[src/rtl/quant_issue_ctrl_if.sv]
// Sample/result streams around the quantization flow controller: upstream
// prediction samples (s_*) in, FIFO head (m_*) out.
interface quant_issue_ctrl_if #(
  parameter int WIDTH     = 32,
  parameter int OUT_WIDTH = 2,
  parameter int QUANT     = 13
);
  logic                 s_valid;
  logic                 s_ready;
  logic [WIDTH-1:0]     s_error;
  logic [WIDTH-1:0]     s_pred;
  logic [OUT_WIDTH-1:0] s_encode;

  logic                 m_valid;
  logic                 m_ready;
  logic [QUANT:0]       m_quant_code;
  logic [WIDTH-1:0]     m_prediction;
  logic [OUT_WIDTH-1:0] m_encode;
  logic                 m_quantized;

  modport master (
    output s_valid, s_error, s_pred, s_encode, m_ready,
    input  s_ready, m_valid, m_quant_code, m_prediction, m_encode, m_quantized
  );

  modport slave (
    input  s_valid, s_error, s_pred, s_encode, m_ready,
    output s_ready, m_valid, m_quant_code, m_prediction, m_encode, m_quantized
  );
endinterface

[src/rtl/quant_issue_ctrl.sv]
// Issue/credit controller for the fixed-latency quantization pipeline: tracks
// in-flight samples with a latency shift register and queues returns in a FIFO.
module quant_issue_ctrl #(
  parameter int WIDTH     = 32,
  parameter int OUT_WIDTH = 2,
  parameter int QUANT     = 13,
  parameter int LAT       = 49,
  parameter int DEPTH     = 64
) (
  input  logic                         clk,
  input  logic                         rst,
  quant_issue_ctrl_if.slave            bus,
  output logic                         q_in_valid,
  output logic [WIDTH-1:0]             q_error,
  output logic [WIDTH-1:0]             q_predict,
  output logic [OUT_WIDTH-1:0]         q_encode,
  input  logic                         q_out_valid,
  input  logic [OUT_WIDTH-1:0]         q_encode_out,
  input  logic [QUANT:0]               q_quant_code,
  input  logic [WIDTH-1:0]             q_prediction_out,
  output logic [$clog2(DEPTH+1)-1:0]   inflight,
  output logic [$clog2(DEPTH+1)-1:0]   level,
  output logic                         busy,
  output logic                         err_sticky
);
  localparam int CW = $clog2(DEPTH + 1);
  localparam int AW = (DEPTH > 1) ? $clog2(DEPTH) : 1;
  localparam logic [CW:0] DEPTH_C = (CW + 1)'(DEPTH);

  typedef logic [AW-1:0] ptr_t;

  typedef struct packed {
    logic [QUANT:0]       quant;
    logic [WIDTH-1:0]     pred;
    logic [OUT_WIDTH-1:0] enc;
    logic                 quantized;
  } entry_t;

  entry_t         mem [DEPTH];
  ptr_t           wr_ptr;
  ptr_t           rd_ptr;
  logic [LAT-1:0] track_q;
  logic           tap;
  logic           accept;
  logic           pop;
  logic [CW:0]    committed;
  entry_t         wr_entry;
  entry_t         head;

  function automatic ptr_t ptr_next(ptr_t p);
    return (p == ptr_t'(DEPTH - 1)) ? '0 : p + ptr_t'(1);
  endfunction

  // Credit counts both in-flight and queued samples, so a return always has room.
  always_comb begin
    tap         = track_q[LAT-1];
    committed   = {1'b0, inflight} + {1'b0, level};
    bus.s_ready = rst & (committed < DEPTH_C);
    accept      = bus.s_valid & bus.s_ready;
    bus.m_valid = (level != '0);
    pop         = bus.m_valid & bus.m_ready;
    busy        = (inflight != '0) | (level != '0);
  end

  always_comb begin
    wr_entry.quant     = q_quant_code;
    wr_entry.pred      = q_prediction_out;
    wr_entry.enc       = q_out_valid ? q_encode_out : '0;
    wr_entry.quantized = q_out_valid;
  end

  // Head fields read as zero whenever the FIFO is empty, including during reset.
  always_comb begin
    head             = bus.m_valid ? mem[rd_ptr] : '0;
    bus.m_quant_code = head.quant;
    bus.m_prediction = head.pred;
    bus.m_encode     = head.enc;
    bus.m_quantized  = head.quantized;
  end

  always_ff @(posedge clk or negedge rst) begin
    if (!rst) begin
      q_in_valid <= 1'b0;
      q_error    <= '0;
      q_predict  <= '0;
      q_encode   <= '0;
    end else begin
      q_in_valid <= accept;
      if (accept) begin
        q_error   <= bus.s_error;
        q_predict <= bus.s_pred;
        q_encode  <= bus.s_encode;
      end
    end
  end

  always_ff @(posedge clk or negedge rst) begin
    if (!rst) begin
      track_q <= '0;
    end else begin
      track_q <= (track_q << 1) | LAT'(q_in_valid);
    end
  end

  always_ff @(posedge clk or negedge rst) begin
    if (!rst) begin
      inflight <= '0;
    end else begin
      case ({accept, tap})
        2'b10:   inflight <= inflight + CW'(1);
        2'b01:   inflight <= inflight - CW'(1);
        default: inflight <= inflight;
      endcase
    end
  end

  always_ff @(posedge clk or negedge rst) begin
    if (!rst) begin
      level  <= '0;
      wr_ptr <= '0;
      rd_ptr <= '0;
    end else begin
      if (tap) wr_ptr <= ptr_next(wr_ptr);
      if (pop) rd_ptr <= ptr_next(rd_ptr);
      case ({tap, pop})
        2'b10:   level <= level + CW'(1);
        2'b01:   level <= level - CW'(1);
        default: level <= level;
      endcase
    end
  end

  always_ff @(posedge clk) begin
    if (tap) mem[wr_ptr] <= wr_entry;
  end

  always_ff @(posedge clk or negedge rst) begin
    if (!rst) begin
      err_sticky <= 1'b0;
    end else if (q_out_valid && !tap) begin
      err_sticky <= 1'b1;
    end
  end
endmodule

[src/flat_wrapper.sv]
// flat-port wrapper written by rule: the top's interface ports become plain ports
module quant_issue_ctrl_flat 
#(
  parameter int WIDTH     = 32,
  parameter int OUT_WIDTH = 2,
  parameter int QUANT     = 13,
  parameter int LAT       = 49,
  parameter int DEPTH     = 64
)
  (clk, rst, q_in_valid, q_error, q_predict, q_encode, q_out_valid, q_encode_out, q_quant_code, q_prediction_out, inflight, level, busy, err_sticky, bus_s_valid, bus_s_error, bus_s_pred, bus_s_encode, bus_m_ready, bus_s_ready, bus_m_valid, bus_m_quant_code, bus_m_prediction, bus_m_encode, bus_m_quantized);
  quant_issue_ctrl_if #(.WIDTH(WIDTH), .OUT_WIDTH(OUT_WIDTH), .QUANT(QUANT)) bus_i ();
  input  logic clk;
  input  logic rst;
  output logic q_in_valid;
  output logic [WIDTH-1:0] q_error;
  output logic [WIDTH-1:0] q_predict;
  output logic [OUT_WIDTH-1:0] q_encode;
  input  logic q_out_valid;
  input  logic [OUT_WIDTH-1:0] q_encode_out;
  input  logic [QUANT:0] q_quant_code;
  input  logic [WIDTH-1:0] q_prediction_out;
  output logic [$clog2(DEPTH+1)-1:0] inflight;
  output logic [$clog2(DEPTH+1)-1:0] level;
  output logic busy;
  output logic err_sticky;
  input wire logic [$bits(bus_i.s_valid)-1:0] bus_s_valid;
  input wire logic [$bits(bus_i.s_error)-1:0] bus_s_error;
  input wire logic [$bits(bus_i.s_pred)-1:0] bus_s_pred;
  input wire logic [$bits(bus_i.s_encode)-1:0] bus_s_encode;
  input wire logic [$bits(bus_i.m_ready)-1:0] bus_m_ready;
  output wire logic [$bits(bus_i.s_ready)-1:0] bus_s_ready;
  output wire logic [$bits(bus_i.m_valid)-1:0] bus_m_valid;
  output wire logic [$bits(bus_i.m_quant_code)-1:0] bus_m_quant_code;
  output wire logic [$bits(bus_i.m_prediction)-1:0] bus_m_prediction;
  output wire logic [$bits(bus_i.m_encode)-1:0] bus_m_encode;
  output wire logic [$bits(bus_i.m_quantized)-1:0] bus_m_quantized;
  assign bus_i.s_valid = bus_s_valid;
  assign bus_i.s_error = bus_s_error;
  assign bus_i.s_pred = bus_s_pred;
  assign bus_i.s_encode = bus_s_encode;
  assign bus_i.m_ready = bus_m_ready;
  assign bus_s_ready = bus_i.s_ready;
  assign bus_m_valid = bus_i.m_valid;
  assign bus_m_quant_code = bus_i.m_quant_code;
  assign bus_m_prediction = bus_i.m_prediction;
  assign bus_m_encode = bus_i.m_encode;
  assign bus_m_quantized = bus_i.m_quantized;
  quant_issue_ctrl #(.WIDTH(WIDTH), .OUT_WIDTH(OUT_WIDTH), .QUANT(QUANT), .LAT(LAT), .DEPTH(DEPTH)) u_core (.clk(clk), .rst(rst), .bus(bus_i), .q_in_valid(q_in_valid), .q_error(q_error), .q_predict(q_predict), .q_encode(q_encode), .q_out_valid(q_out_valid), .q_encode_out(q_encode_out), .q_quant_code(q_quant_code), .q_prediction_out(q_prediction_out), .inflight(inflight), .level(level), .busy(busy), .err_sticky(err_sticky));
endmodule
[config.mk]
export PLATFORM = sky130hd
export DESIGN_NAME = quant_issue_ctrl_flat
export DESIGN_NICKNAME = d
export VERILOG_FILES = /design/src/rtl/quant_issue_ctrl_if.sv /design/src/rtl/quant_issue_ctrl.sv /design/src/flat_wrapper.sv
export SDC_FILE = /design/constraint.sdc
export NUM_CORES = 2
export LEC_CHECK = 0
export CAP_MARGIN = 20
export CORE_MARGIN = 5
export CORE_UTILIZATION = 55
export DETAILED_ROUTE_END_ITERATION = 8
export GPL_ROUTABILITY_DRIVEN = 0
export PLACE_DENSITY = 0.73
export SYNTH_ARGS = -nofsm -noshare
export SYNTH_HDL_FRONTEND = slang
export SYNTH_SLANG_ARGS = --single-unit
export TNS_END_PERCENT = 10
[constraint.sdc]
create_clock -name clk -period 9.2 [get_ports clk]
set_input_delay 2.76 -clock clk [delete_from_list [all_inputs] [get_ports clk]]
set_output_delay 2.76 -clock clk [all_outputs]
set_load 0.02 [all_outputs]
Yosys cells after proc, flatten, opt, wreduce, memory -nomap -nowiden

Memories as Yosys holds them, arrays and structs flattened.
Index checks and enable logic that the tools add are counted.

Memories: 1
Flip-flop bits (word level): 143
Word-level logic and storage cells: 44
Input port bits: 119
Memory bits (writable): 3136
Output and inout bits: 134

Memory list:

| memory     | depth | width | read ports | clocked after memory_dff | wr ports | RTL line               | RTL |
|---|---|---|---|---|---|---|---|
| u_core.mem | 64    | 49    | 1          | 0                        | 1        | quant_issue_ctrl.sv:39 | `entry_t mem [DEPTH];` |

Order comparisons: 1
Bitwise gates (word level): 5
Equality and inequality tests: 6
Reduce and logical (&&, ||, !) cells: 6
Add/subtract/negate cells: 7
Mux-type cells: 8

Operators with widths:

| kind                                                | count |
|---|---|
| 2-to-1 mux 49 bit                                   | 1 |
| bitwise OR 49 x 1 -> 49 bit                         | 1 |
| one-hot mux 7 bit (2 select lines)                  | 2 |
| adder 7 x 1 -> 7 bit (second input constant)        | 2 |
| nonzero test 7 bit                                  | 2 |
| subtractor 7 x 1 -> 7 bit (second input constant)   | 2 |
| adder 6 x 1 -> 6 bit (second input constant)        | 2 |
| == test 6 bit (second input constant)               | 2 |
| 2-to-1 mux 6 bit                                    | 2 |
| adder 7 x 7 -> 8 bit                                | 1 |
| < comparator 8 x 7 -> 1 bit (second input constant) | 1 |
| == test 2 x 1 -> 1 bit (second input constant)      | 2 |
| == test 2 bit (second input constant)               | 2 |
| nonzero test 2 bit                                  | 2 |
| bitwise AND 1 bit                                   | 3 |
| 2-to-1 mux 1 bit                                    | 2 |
| 2-to-1 mux 2 bit                                    | 1 |
| logical AND 1 bit                                   | 1 |
| zero test 1 bit                                     | 1 |
| bitwise OR 1 bit                                    | 1 |

Depth between registers and ports, before layout

Depth after elaboration: 6
Gate-level depth with buffers: 14
Gate-level depth less buffers: 13

Worst setup path after synthesis

Ideal clock, no wire load.

Path kind: input-to-output
From: input rst
To: output bus_s_ready
Stages: 3
Slack: 3.057 ns
Buffers on the path: 0
Required time: 6.440 ns
Arrival: 3.383 ns
Path through: nor4b_1 nand3_1 a41oi_2

Cells in the longest elaborated chain, start to end: 1

Ends and longest elaborated chain:

| element           | RTL line               | RTL |
|---|---|---|
| from (decl)       | flat_wrapper.sv:13     | `input logic rst;` |
| bitwise AND 1 bit | quant_issue_ctrl.sv:58 | `bus.s_ready = rst & (committed < DEPTH_C);` |
| to (decl)         | flat_wrapper.sv:31     | `output wire logic [$bits(bus_i.s_ready)-1:0] bus_s_ready;` |

Every way passes these cells.

Worst setup path after layout

From: register u_core.rd_ptr[3]
To: output bus_m_quant_code[13]

Cells in the longest elaborated chain, start to end: 2

Ends and longest elaborated chain:

| element                   | RTL line                | RTL |
|---|---|---|
| from (decl)               | quant_issue_ctrl.sv:41  | `ptr_t rd_ptr;` |
| from (signal assigned)    | quant_issue_ctrl.sv:124 | `if (pop) rd_ptr <= ptr_next(rd_ptr);` |
| memory read (64 x 49 bit) | -                       |  |
| 2-to-1 mux 49 bit         | quant_issue_ctrl.sv:74  | `head = bus.m_valid ? mem[rd_ptr] : '0;` |
| to (decl)                 | flat_wrapper.sv:33      | `output wire logic [$bits(bus_i.m_quant_code)-1:0] bus_m_quant_code;` |

Every way passes these cells.

==> results.md <==
* Pleak at approximately 45 nW
* Post-DR wirelength/cell at 35.74 um
* Critical Path End Type: output pin
* Number of pins exceeding their max-slew limit in the final report at 0
* WHS at 305.5 ps
* Max-cap viol count at 0
* Area of the core at between 200000 and 250000 um^2
* Combinational Power Share at 0.259
* Number of synthesized flops with an enable pin at 3136
* Clock latency of the later-clocked register in the worst-skew pair at 940 ps
* Final setup violation count at 0
* Via count of the routed design at 62950
* Netlist area before placement at 124800 um^2
* First-pass GRT wire length at approximately 470 mm
* Number of violations reported at the end of detailed-routing iteration 0 at 9705
* Yosys Warn Count at 0
* Pin count of the biggest net entering global routing at roughly 110
* Power density over the cells at 287.4 nW/um^2
* Worst slew margin relative to its limit at 0.1682
* CTS Sinks at 3279
* Mapped Nets at 5722
* Row Count at 174
* Chip Width at 486.4 um
* Antenna violations before repair at 34
* Area growth from synthesis to layout at 13.93%
* Detailed-routing iteration count for the pre-antenna-repair pass at 8
* Clock transition at path regs at 60 ps
* Buffer depth of the longest clock path at 4
* Number of buffers created by CTS at 337
* Status: finished, final reports clean
* Number of hold violations in the final report at 0
* Power consumption at roughly 0.04 W
* Fin Clk Skew at 56.63 ps
* Setup Buffers After CTS at 0
* Setup CP Type: flop to output pin
* Highest achievable clock rate at approximately 0.12 GHz
* Int Pwr at 0.02893 W
* Synthesized area per cell at approximately 22 um^2
* Die H at 486.4 um
* Net Sw Power at 0.01193 W
* Fin Setup TNS at 0 ps
* Most instantiated flip-flop cell in the synthesis netlist: sky130_fd_sc_hd__edfxtp_1
* Gr usage total at 0.2799
* Via count of the first global-routing pass at 63490
* Critical path arrival at around 5300 ps
* Period utilization at 0.8754
* Synthesized flop and latch total at ~3300
* Number of nets with antenna violations after routing at 0
* Share of the yosys chip area belonging to registers at 0.7832
* CTS HTree Levels at 5
* Drt drc at 0
* Hold WC Path Type: flop to flop
* Setup repair after global routing missed its margin: no
* Tightest Pin Transition at 1248 ps
* Die Area at 236600 um^2
* Count of pins on the block boundary at 253
* Post-route minimum period at 8054 ps
* Fraction of layout cells with a size suffix above 1 at 0.2551
* Clock root buffer master: sky130_fd_sc_hd__clkbuf_16
* Type of element launching the critical path: flop
* TritonCTS clock tree: yes
* Routed wire length at around 330 mm
* Worst endpoint required time at 6440 ps
* Cts hold-fix bufs at 0
* Mean number of vias per cell at just under 7
* Share of flip-flops with an asynchronous set or reset at 0.04361
* Switching Share at 0.2919
* Clk pwr share at 0.326
* Number of port buffers at 252
* Mapped Cells at 5581
* Post-detailed-placement half-perimeter wirelength at 169.4 mm
* Sequential power share at 0.414
* Final-stage net count at 6162
* Starting density of the core at 0.5539
* Global route total overflow at 0
* Highest net fanout along the worst path at 43
* Post-cts resize count at 0
* Count of unique library cells instantiated by Yosys at 61
* Max VDD drop at 0.0002546 V
==> worst paths after layout <==
check / startpoint / end / slack [ps] / depth (start not counted)
max in group asynchronous: rst / u_core.q_error[27] / 6340 / 2
hold / removal: u_core.track_q[21] / u_core.track_q[22] / 310 / 0
hold reg to reg: u_core.track_q[21] / u_core.track_q[22] / 310 / 0
min in group asynchronous: rst / u_core.inflight[0] / 1680 / 1
setup reg to reg: u_core.level[4] / u_core.level[5] / 4740 / 12
setup / recovery: u_core.rd_ptr[3] / bus_m_quant_code[13] / 1150 / 7
==> critical path, stage by stage (launching register included) <==
cell and delay, ps:
sky130_fd_sc_hd__dfrtp_4 1000, sky130_fd_sc_hd__nor2_4 0, sky130_fd_sc_hd__buf_4 310, sky130_fd_sc_hd__nand2_4 770, sky130_fd_sc_hd__o21ai_0 220, sky130_fd_sc_hd__a221oi_1 720, sky130_fd_sc_hd__a22o_1 470, sky130_fd_sc_hd__clkdlybuf4s50_1 760
==> power groups by stage <==
stage	clock [W]	sequential, W	combinational (W)
after global routing	0.0141	0.0169	0.0111
after floorplan	0	0.0172	0.00651
after global placement	0	0.0172	0.0104
after CTS	0.0135	0.0169	0.0106
after detailed placement	0	0.0172	0.0105
final	0.0133	0.0169	0.0106
==> sequential cells by signal, summed over array words and instances (netlist names) <==
register	count
u_core.mem	3136
u_core.track_q	49
u_core.q_error	32
u_core.q_predict	32
u_core.inflight	7
u_core.level	7
u_core.rd_ptr	6
u_core.wr_ptr	6
u_core.q_encode	2
u_core.err_sticky	1
u_core.q_in_valid	1
==> layout by cell type (no fill, tap or decap), types with 10 or more instances in the layout <==
master and instances:
sky130_fd_sc_hd__nor2_1 208, sky130_fd_sc_hd__edfxtp_1 3136, sky130_fd_sc_hd__o21ai_0 86, sky130_fd_sc_hd__a211o_1 13, sky130_fd_sc_hd__clkbuf_16 342, sky130_fd_sc_hd__a221oi_1 26, sky130_fd_sc_hd__clkbuf_1 52, sky130_fd_sc_hd__nand3_1 25
sky130_fd_sc_hd__clkinv_2 55, sky130_fd_sc_hd__clkinvlp_4 10, sky130_fd_sc_hd__buf_4 119, sky130_fd_sc_hd__a21oi_1 15, sky130_fd_sc_hd__mux4_2 756, sky130_fd_sc_hd__mux2i_1 208, sky130_fd_sc_hd__bufinv_16 36, sky130_fd_sc_hd__a2111oi_0 10
sky130_fd_sc_hd__inv_1 18, sky130_fd_sc_hd__mux2_2 83, sky130_fd_sc_hd__a221o_1 30, sky130_fd_sc_hd__nand2_1 102, sky130_fd_sc_hd__a22oi_1 13, sky130_fd_sc_hd__buf_12 32, sky130_fd_sc_hd__dfrtp_1 138, sky130_fd_sc_hd__nor2_4 64
sky130_fd_sc_hd__buf_2 47, sky130_fd_sc_hd__clkinv_1 68, sky130_fd_sc_hd__o22ai_1 136, sky130_fd_sc_hd__clkdlybuf4s50_1 204, sky130_fd_sc_hd__a22o_1 11, sky130_fd_sc_hd__ha_1 20, sky130_fd_sc_hd__o2111ai_1 24, sky130_fd_sc_hd__diode_2 17
sky130_fd_sc_hd__nand2b_1 10
==> synthesized netlist by cell type, drive strengths merged, types with 3 or more instances <==
master | instances | area share
a211oi | 7 | 0.00042
mux4 | 756 | 0.14
dfrtp | 143 | 0.029
a311oi | 3 | 0.00021
mux2i | 208 | 0.017
xnor2 | 8 | 0.00056
nor4 | 9 | 0.00045
xor2 | 4 | 0.00028
a21o | 7 | 0.00042
o2111ai | 24 | 0.0017
a2111oi | 10 | 0.00070
inv | 18 | 0.00054
o21ai | 92 | 0.0037
mux2 | 84 | 0.0076
a22oi | 13 | 0.00078
a21oi | 15 | 0.00060
clkbuf | 88 | 0.0026
nand4 | 3 | 0.00015
nor2b | 12 | 0.00060
nand2b | 13 | 0.00065
nand2 | 105 | 0.0032
a221oi | 27 | 0.0019
o311a | 4 | 0.00032
nand3b | 3 | 0.00018
nor3 | 9 | 0.00036
buf | 218 | 0.0099
a32o | 9 | 0.00072
o22ai | 136 | 0.0068
a22o | 11 | 0.00077
edfxtp | 3136 | 0.75
and3 | 6 | 0.00030
and4 | 4 | 0.00028
ha | 20 | 0.0020
nor2 | 272 | 0.0082
nand3 | 25 | 0.0010
and2 | 5 | 0.00025
a211o | 13 | 0.00091
or3b | 3 | 0.00021
o31ai | 4 | 0.00024
o221ai | 4 | 0.00028
a221o | 30 | 0.0024
==> layer usage <==
layer / share of wire / global-route usage / vias up
met5: 0.00012 / 0 / -
met1: 0.35 / 0.3860 / 32840
met4: 0.050 / 0.1181 / 6
li1: - / - / 24400
met3: 0.13 / 0.07308 / 934
met2: 0.47 / 0.4324 / 4765
==> metrics by stage <==
stage / cells / setup slack [ps] / cell area (um^2) / utilization
after global placement: 8659 / 2028 / 131200 / 0.5821
after detailed placement: 8660 / 2146 / 131200 / 0.5822
final: 9274 / 1146 / 142200 / 0.6311
after global routing: 9263 / 1152 / 142200 / 0.6309
after floorplan: 5581 / 3057 / 124800 / -
after CTS: 9243 / 1185 / 141800 / 0.6295
==> final cells by class <==
| cell class | instances | area, um^2 |
|---|---|---|
| Inverter | 18 | 67.56 |
| Antenna cell | 17 | 42.54 |
| Timing Repair Buffer | 407 | 3933 |
| Fill cell | 14530 | 83130 |
| Sequential cell | 3279 | 97770 |
| Clock inverter | 185 | 1849 |
| Tap cell | 2992 | 3744 |
| Multi-Input combinational cell | 1978 | 25980 |
| Clock buffer | 398 | 8808 |
==> logic make-up after synthesis <==
group | after synthesis | synth area share
flip-flops | 3279 | 0.7832
multiplexers | 1048 | 0.1607
AND/OR/NAND/NOR | 477 | 0.01624
AO/OA/AOI/OAI | 419 | 0.02361
buffers and inverters | 324 | 0.01311
adder cells (fa/ha/maj) | 22 | 0.002326
XOR/XNOR | 12 | 0.0008421
Power figures use the tool's default switching activity.
